--- src/rtl/spike_addr_encoder.sv ---
// Spike address encoder: turns a frame of spike bit-words into an ascending AXI4-Stream
// of spike addresses, with a one-entry lookahead so the final beat can carry tlast.
module spike_addr_encoder #(
    parameter int NUM_INPUTS = 10000,
    parameter int ADDR_WIDTH = 14,
    parameter int WORD_WIDTH = 16,
    parameter int WIDX_WIDTH = 10
) (
    input  logic                  clk,
    input  logic                  rst_n,
    input  logic                  i_frame_start,
    input  logic                  i_word_valid,
    output logic                  o_word_ready,
    input  logic [WORD_WIDTH-1:0] i_word_data,
    input  logic                  i_word_last,
    output logic                  o_spike_tvalid,
    input  logic                  i_spike_tready,
    output logic [ADDR_WIDTH-1:0] o_spike_tdata,
    output logic                  o_spike_tlast,
    output logic                  o_frame_done,
    output logic                  o_frame_empty,
    output logic [ADDR_WIDTH:0]   o_spike_count,
    output logic                  o_overflow_err,
    output logic                  o_busy
);

    localparam int BIT_W  = (WORD_WIDTH > 1) ? $clog2(WORD_WIDTH) : 1;
    localparam int BASE_W = WIDX_WIDTH + BIT_W + 1;
    localparam int CNT_W  = ADDR_WIDTH + 1;
    localparam logic [BASE_W-1:0] NUM_LIM = BASE_W'(NUM_INPUTS);

    typedef enum logic [1:0] {
        IDLE  = 2'd0,
        SCAN  = 2'd1,
        FLUSH = 2'd2,
        DONE  = 2'd3
    } state_t;

    state_t                state_q, state_d;
    logic [WIDX_WIDTH-1:0] word_idx_q, word_idx_d;
    logic [WORD_WIDTH-1:0] mask_q, mask_d;
    logic [ADDR_WIDTH-1:0] base_q, base_d;
    logic                  last_seen_q, last_seen_d;
    logic                  hold_valid_q, hold_valid_d;
    logic [ADDR_WIDTH-1:0] hold_addr_q, hold_addr_d;
    logic                  out_valid_q, out_valid_d;
    logic [ADDR_WIDTH-1:0] out_data_q, out_data_d;
    logic                  out_last_q, out_last_d;
    logic [CNT_W-1:0]      spike_count_q, spike_count_d;
    logic                  overflow_q, overflow_d;
    logic                  frame_done_q, frame_done_d;
    logic                  frame_empty_q, frame_empty_d;

    logic                  word_ready;
    logic                  word_accept;
    logic                  handshake;
    logic                  out_free;
    logic [BASE_W-1:0]     accept_base;
    logic                  accept_ovf;
    logic [WORD_WIDTH-1:0] load_mask;
    logic                  cand_valid;
    logic [BIT_W-1:0]      cand_idx;
    logic [ADDR_WIDTH-1:0] cand_addr;

    assign word_ready  = (state_q == SCAN) && (mask_q == '0) && !last_seen_q;
    assign word_accept = word_ready && i_word_valid;
    assign handshake   = out_valid_q && i_spike_tready;
    assign out_free    = !out_valid_q || handshake;

    // Incoming word: bits mapping at or past NUM_INPUTS are dropped; a word whose
    // base is already past the end drops everything and flags overflow.
    always_comb begin
        accept_base = BASE_W'(word_idx_q) * BASE_W'(WORD_WIDTH);
        accept_ovf  = (accept_base >= NUM_LIM);
        load_mask   = i_word_data;
        for (int b = 0; b < WORD_WIDTH; b++) begin
            if ((accept_base + BASE_W'(b)) >= NUM_LIM) begin
                load_mask[b] = 1'b0;
            end
        end
    end

    always_comb begin
        cand_valid = (mask_q != '0);
        cand_idx   = '0;
        for (int b = WORD_WIDTH - 1; b >= 0; b--) begin
            if (mask_q[b]) begin
                cand_idx = BIT_W'(b);
            end
        end
        cand_addr = base_q + ADDR_WIDTH'(cand_idx);
    end

    always_comb begin
        state_d       = state_q;
        word_idx_d    = word_idx_q;
        mask_d        = mask_q;
        base_d        = base_q;
        last_seen_d   = last_seen_q;
        hold_valid_d  = hold_valid_q;
        hold_addr_d   = hold_addr_q;
        out_valid_d   = out_valid_q;
        out_data_d    = out_data_q;
        out_last_d    = out_last_q;
        spike_count_d = spike_count_q;
        overflow_d    = overflow_q;
        frame_done_d  = 1'b0;
        frame_empty_d = 1'b0;

        if (handshake) begin
            out_valid_d   = 1'b0;
            out_last_d    = 1'b0;
            spike_count_d = spike_count_q + CNT_W'(1);
        end

        case (state_q)
            IDLE: begin
                if (i_frame_start) begin
                    state_d       = SCAN;
                    word_idx_d    = '0;
                    mask_d        = '0;
                    last_seen_d   = 1'b0;
                    hold_valid_d  = 1'b0;
                    spike_count_d = '0;
                end
            end

            // The held address only advances to the output once a successor exists,
            // so whatever remains in hold at end of frame is known to be the last beat.
            SCAN: begin
                if (word_accept) begin
                    mask_d      = load_mask;
                    base_d      = ADDR_WIDTH'(accept_base);
                    last_seen_d = i_word_last;
                    if (word_idx_q != '1) begin
                        word_idx_d = word_idx_q + WIDX_WIDTH'(1);
                    end
                    if (accept_ovf) begin
                        overflow_d = 1'b1;
                    end
                end else if (cand_valid) begin
                    if (!hold_valid_q || out_free) begin
                        mask_d       = mask_q & (mask_q - WORD_WIDTH'(1));
                        hold_valid_d = 1'b1;
                        hold_addr_d  = cand_addr;
                        if (hold_valid_q) begin
                            out_valid_d = 1'b1;
                            out_data_d  = hold_addr_q;
                            out_last_d  = 1'b0;
                        end
                    end
                end else if (last_seen_q) begin
                    state_d = FLUSH;
                end
            end

            // Once everything has drained, a zero beat count means the frame was empty.
            FLUSH: begin
                if (hold_valid_q) begin
                    if (out_free) begin
                        out_valid_d  = 1'b1;
                        out_data_d   = hold_addr_q;
                        out_last_d   = 1'b1;
                        hold_valid_d = 1'b0;
                    end
                end else if (!out_valid_q) begin
                    state_d       = DONE;
                    frame_done_d  = 1'b1;
                    frame_empty_d = (spike_count_q == '0);
                end
            end

            DONE: begin
                state_d = IDLE;
            end

            default: begin
                state_d = IDLE;
            end
        endcase
    end

    always_ff @(posedge clk or negedge rst_n) begin
        if (!rst_n) begin
            state_q       <= IDLE;
            word_idx_q    <= '0;
            mask_q        <= '0;
            base_q        <= '0;
            last_seen_q   <= 1'b0;
            hold_valid_q  <= 1'b0;
            hold_addr_q   <= '0;
            out_valid_q   <= 1'b0;
            out_data_q    <= '0;
            out_last_q    <= 1'b0;
            spike_count_q <= '0;
            overflow_q    <= 1'b0;
            frame_done_q  <= 1'b0;
            frame_empty_q <= 1'b0;
        end else begin
            state_q       <= state_d;
            word_idx_q    <= word_idx_d;
            mask_q        <= mask_d;
            base_q        <= base_d;
            last_seen_q   <= last_seen_d;
            hold_valid_q  <= hold_valid_d;
            hold_addr_q   <= hold_addr_d;
            out_valid_q   <= out_valid_d;
            out_data_q    <= out_data_d;
            out_last_q    <= out_last_d;
            spike_count_q <= spike_count_d;
            overflow_q    <= overflow_d;
            frame_done_q  <= frame_done_d;
            frame_empty_q <= frame_empty_d;
        end
    end

    assign o_word_ready   = word_ready;
    assign o_spike_tvalid = out_valid_q;
    assign o_spike_tdata  = out_data_q;
    assign o_spike_tlast  = out_last_q;
    assign o_frame_done   = frame_done_q;
    assign o_frame_empty  = frame_empty_q;
    assign o_spike_count  = spike_count_q;
    assign o_overflow_err = overflow_q;
    assign o_busy         = (state_q != IDLE);

endmodule

--- config.mk ---
export PLATFORM = sky130hd
export DESIGN_NAME = spike_addr_encoder
export DESIGN_NICKNAME = d
export VERILOG_FILES = /design/src/rtl/spike_addr_encoder.sv
export SDC_FILE = /design/constraint.sdc
export NUM_CORES = 1
export LEC_CHECK = 0
export ABC_CLOCK_PERIOD_IN_PS = 2900
export CAP_MARGIN = 20
export CORE_MARGIN = 5
export CORE_UTILIZATION = 56
export DETAILED_ROUTE_END_ITERATION = 7
export PLACE_DENSITY = 0.82
export RECOVER_POWER = 25
export SLEW_MARGIN = 10
export SYNTH_ARGS = -nofsm -noshare
export SYNTH_HDL_FRONTEND = slang
export SYNTH_SLANG_ARGS = --single-unit
--- constraint.sdc ---
create_clock -name clk -period 2.9 [get_ports clk]
set_input_delay 0.435 -clock clk [delete_from_list [all_inputs] [get_ports clk]]
set_output_delay 0.435 -clock clk [all_outputs]
set_load 0.1 [all_outputs]
==> summary.md <==
| Metric | Value |
|---|---|
| CP max stage cell | nor4_1 |
| ANT cells | 0 |
| GP Congestion | around 0.96 |
| Port Buffers | between 50 and 60 |
| R2R setup slack | around 0.43 ns |
| Min Clock Period, post-route | about 2.7 ns |
| First-pass GRT wire length | around 18 mm |
| Total grt overflow | 0 |
| Clock Path Buffers | 2 |
| I/O Pins | slightly below 60 |
| Hold depth | 2 |
| Yosys top cell by area | dfrtp_1 |
| Core area | 7807 µm² |
| H-tree Lvls | 3 |
| Die Span Y | roughly 100 µm |
| Clock slew at reported path FFs | approximately 0.09 ns |
| Post-Syn Nets | between 500 and 600 |
| Share of layout cells above drive strength 1 | between 10% and 20% |
| Die area | 10,030 µm² |
| MaxCap Viol Count | 1 |
| TritonCTS buffer count | 9 |
| Vias in the first global route | 3,746 |
| Mean post-synth cell area | 9.498 µm² |
| HP Start | base_q[4] |
| Cts repair resizes | 0 |
| Fraction of registers with async set/reset | 100.0% |
| Fin. Hold Viols | 0 |
| Failing checks | capacitance limit, slew limit |
| Worst slew margin | -43.12% |
| Initial Utilization | between 50 and 60% |
| Synth cell types | 60 |
| Hold Path End | hold_addr_q[4] |
| Worst Reg2Reg Path Length in Cells | 8 |
| Detail Route Antenna Nets | 0 |
| Total power | about 0.0062 W |
| RSZ-0062 raised after global routing | no |
| Crit path DAT | around 2.3 ns |
| VDD IR max | 723.5 µV |
| Clock sink count | 88 |
| Clk root buf | clkbuf_8 |
| Sequential-to-total area share from yosys stat | roughly half |
| 1st-pass router iterations | 4 |
| Global Route Usage Sum | between 20% and 30% |
| Post-synth top flop | dfrtp_1 |
| CP Cell Sequence | nor4_1, nand4_1, buf_4, nor3_2, buf_12 |
| Final net count | 571 |
| Area post-placement | 5194 µm² |
| Outcome | finished with violations |
| Drt total wl | between 10 and 15 mm |
| #FFs+latches synth | a little under 90 |
| Reg-to-reg critical path startpoint | state_q[1] |
| Final Instance Area | 5391 µm² |
| Area Growth Syn to Fin | 18.51% |
| Yosys top cell area share | between 40% and 50% |
| Slew Limit Fails | between 80 and 90 |
| CTS tree | built |
| CP peak stage delay | between 0.6 and 0.7 ns |
| Synth area leaders | dfrtp_1 48%, nand2_1 6.7%, nor2_1 4.0%, mux2_4 3.3%, ha_1 2.5% |
| Largest net degree at the start of global routing | just under 90 |
| CP Max Fanout | 6 |
| Die width | 100.1 µm |
| DR DRC count | 0 |
| EDFF count, synth | 0 |
| Crit Path Category | reg -> out |
| Worst-Margin Slew | between 2 and 2.5 ns |
| Worst Path Required | 2.47 ns |
| Post-DP HPWL | around 7.6 mm |
| Final period utilization | a little over nine tenths |
| Yosys warnings | 0 |
| Per-cell routed wire length | 16.44 µm |
| Vias | roughly 3.8k |
| DRT iter0 DRCs | between 200 and 300 |
| Clock Skews | between 0.01 and 0.015 ns |
| Crit start category | register |
| Family with the most delay on the worst path | simple AND/OR/NAND/NOR gates |
| Mapped Area | roughly 4500 µm² |
| Pwr/cell area | 1149 nW/µm² |
| Reg-to-Reg End | word_idx_q[2] |
| Final setup viols | 0 |
| Most common cell after layout, fill and taps aside | dfrtp_1 |
| Worst skew pair latency | around 0.36 ns |
| Initial antenna violation count | 0 |
| P_leak | 2.524 nW |
| Routed vias/inst | a little under 6 |
| Std cell rows | 32 |
| Buf/Inv on CP | 2 |
| Cells after synthesis | around 480 |
| FMAX | 0.3654 GHz |
| Post-CTS setup buffers | 0 |
| Hold_buf cts | 0 |
| Setup crit end kind | output pin |
| Fin Setup TNS | 0 ns |
| Commonest cells after routing, fill and taps aside | 88 x dfrtp_1, 81 x nand2_1, 49 x buf_4 |
| Worst Hold Class | reg -> reg |
power by group:
group | switching (W) | internal, W
combinational | 0.00236 | 0.00125
clock | 0.000446 | 0.000426
sequential | 0.000259 | 0.00146
total | 0.00306 | 0.00313
how the worst max path moves through the flow:
stage | startpoint | endpoint | slack (ns) | depth (start not counted)
2_1_floorplan | state_q[0] | word_idx_q[6] | 0.13 | 7
3_3_place_gp | mask_q[10] | mask_q[0] | 0.39 | 5
3_5_place_dp | mask_q[10] | mask_q[4] | 0.19 | 5
4_1_cts | mask_q[10] | mask_q[4] | 0.16 | 5
5_1_grt | mask_q[10] | o_word_ready | 0.12 | 5
6_report | mask_q[10] | o_word_ready | 0.16 | 5
state kept, by name (all words and copies together), names as in the netlist:
name and flops:
hold_addr_q 14, o_spike_count 15, last_seen_q 1, mask_q 16
o_spike_tdata 14, word_idx_q 10, o_spike_tlast 1, o_frame_empty 1
o_overflow_err 1, o_frame_done 1, o_spike_tvalid 1, hold_valid_q 1
state_q 2, base_q 10
metrics by stage:
step                      util [%]  instances  hold WS [ns]  setup WS [ns]
after detailed placement     66.52        630        0.4611         0.1925
final                        69.05        647        0.4757         0.1636
after CTS                    69.15        646        0.1213         0.1555
after global placement       66.52        630        0.4499         0.3861
after global routing         69.05        647        0.4904         0.1211
after floorplan                  -        479        0.1394         0.1257
worst reg2reg max path: cells and delay by family (launching register included):
family          cells  cell delay, ns
compound gates      1            0.17
fa+ha+maj           1            0.36
buf+inv             2            0.36
flops               1            0.42
simple gates        4            1.09
cell families (layout without fill, tap and decap cells):
kind of cell | count (synthesis) | in the layout | synth area share, %
buf+inv | 39 | 105 | 3.520
simple gates | 221 | 221 | 24.15
flops | 88 | 88 | 48.40
xor+xnor | 14 | 14 | 2.695
mux | 20 | 20 | 5.638
fa+ha+maj | 9 | 9 | 2.475
compound gates | 88 | 88 | 13.12
area by class of cell:
| cell class | instances | area [µm²] |
|---|---|---|
| fillers | 613 | 2416 |
| clock buffers | 10 | 137.6 |
| flip-flops and latches | 88 | 2202 |
| inverters | 17 | 63.81 |
| clock inverters | 6 | 67.56 |
| repair buffers | 72 | 600.6 |
| multi-input cells | 352 | 2192 |
| well taps | 102 | 127.6 |
synthesized netlist by cell type, types with 10 or more instances:
library cell	instances
nand2_1	81
clkbuf_1	16
nand4_1	11
and3_1	10
dfrtp_1	88
mux2_4	10
a21oi_1	22
xor2_1	11
o21ai_0	18
nand3_1	16
nor2_1	48
nor3_1	10
inv_1	16
per-layer routing:
layer  wire [µm]  global-route usage [%]  vias up  share of wire, %
met4         143                   8.083        0               1.3
met5           0                       0        -                 0
li1            -                       -     1844                 -
met3         593                   3.961       14               5.6
met2        4963                   35.12      118                47
met1        4937                   31.53     1841                46
Power figures use the tool's default switching activity.
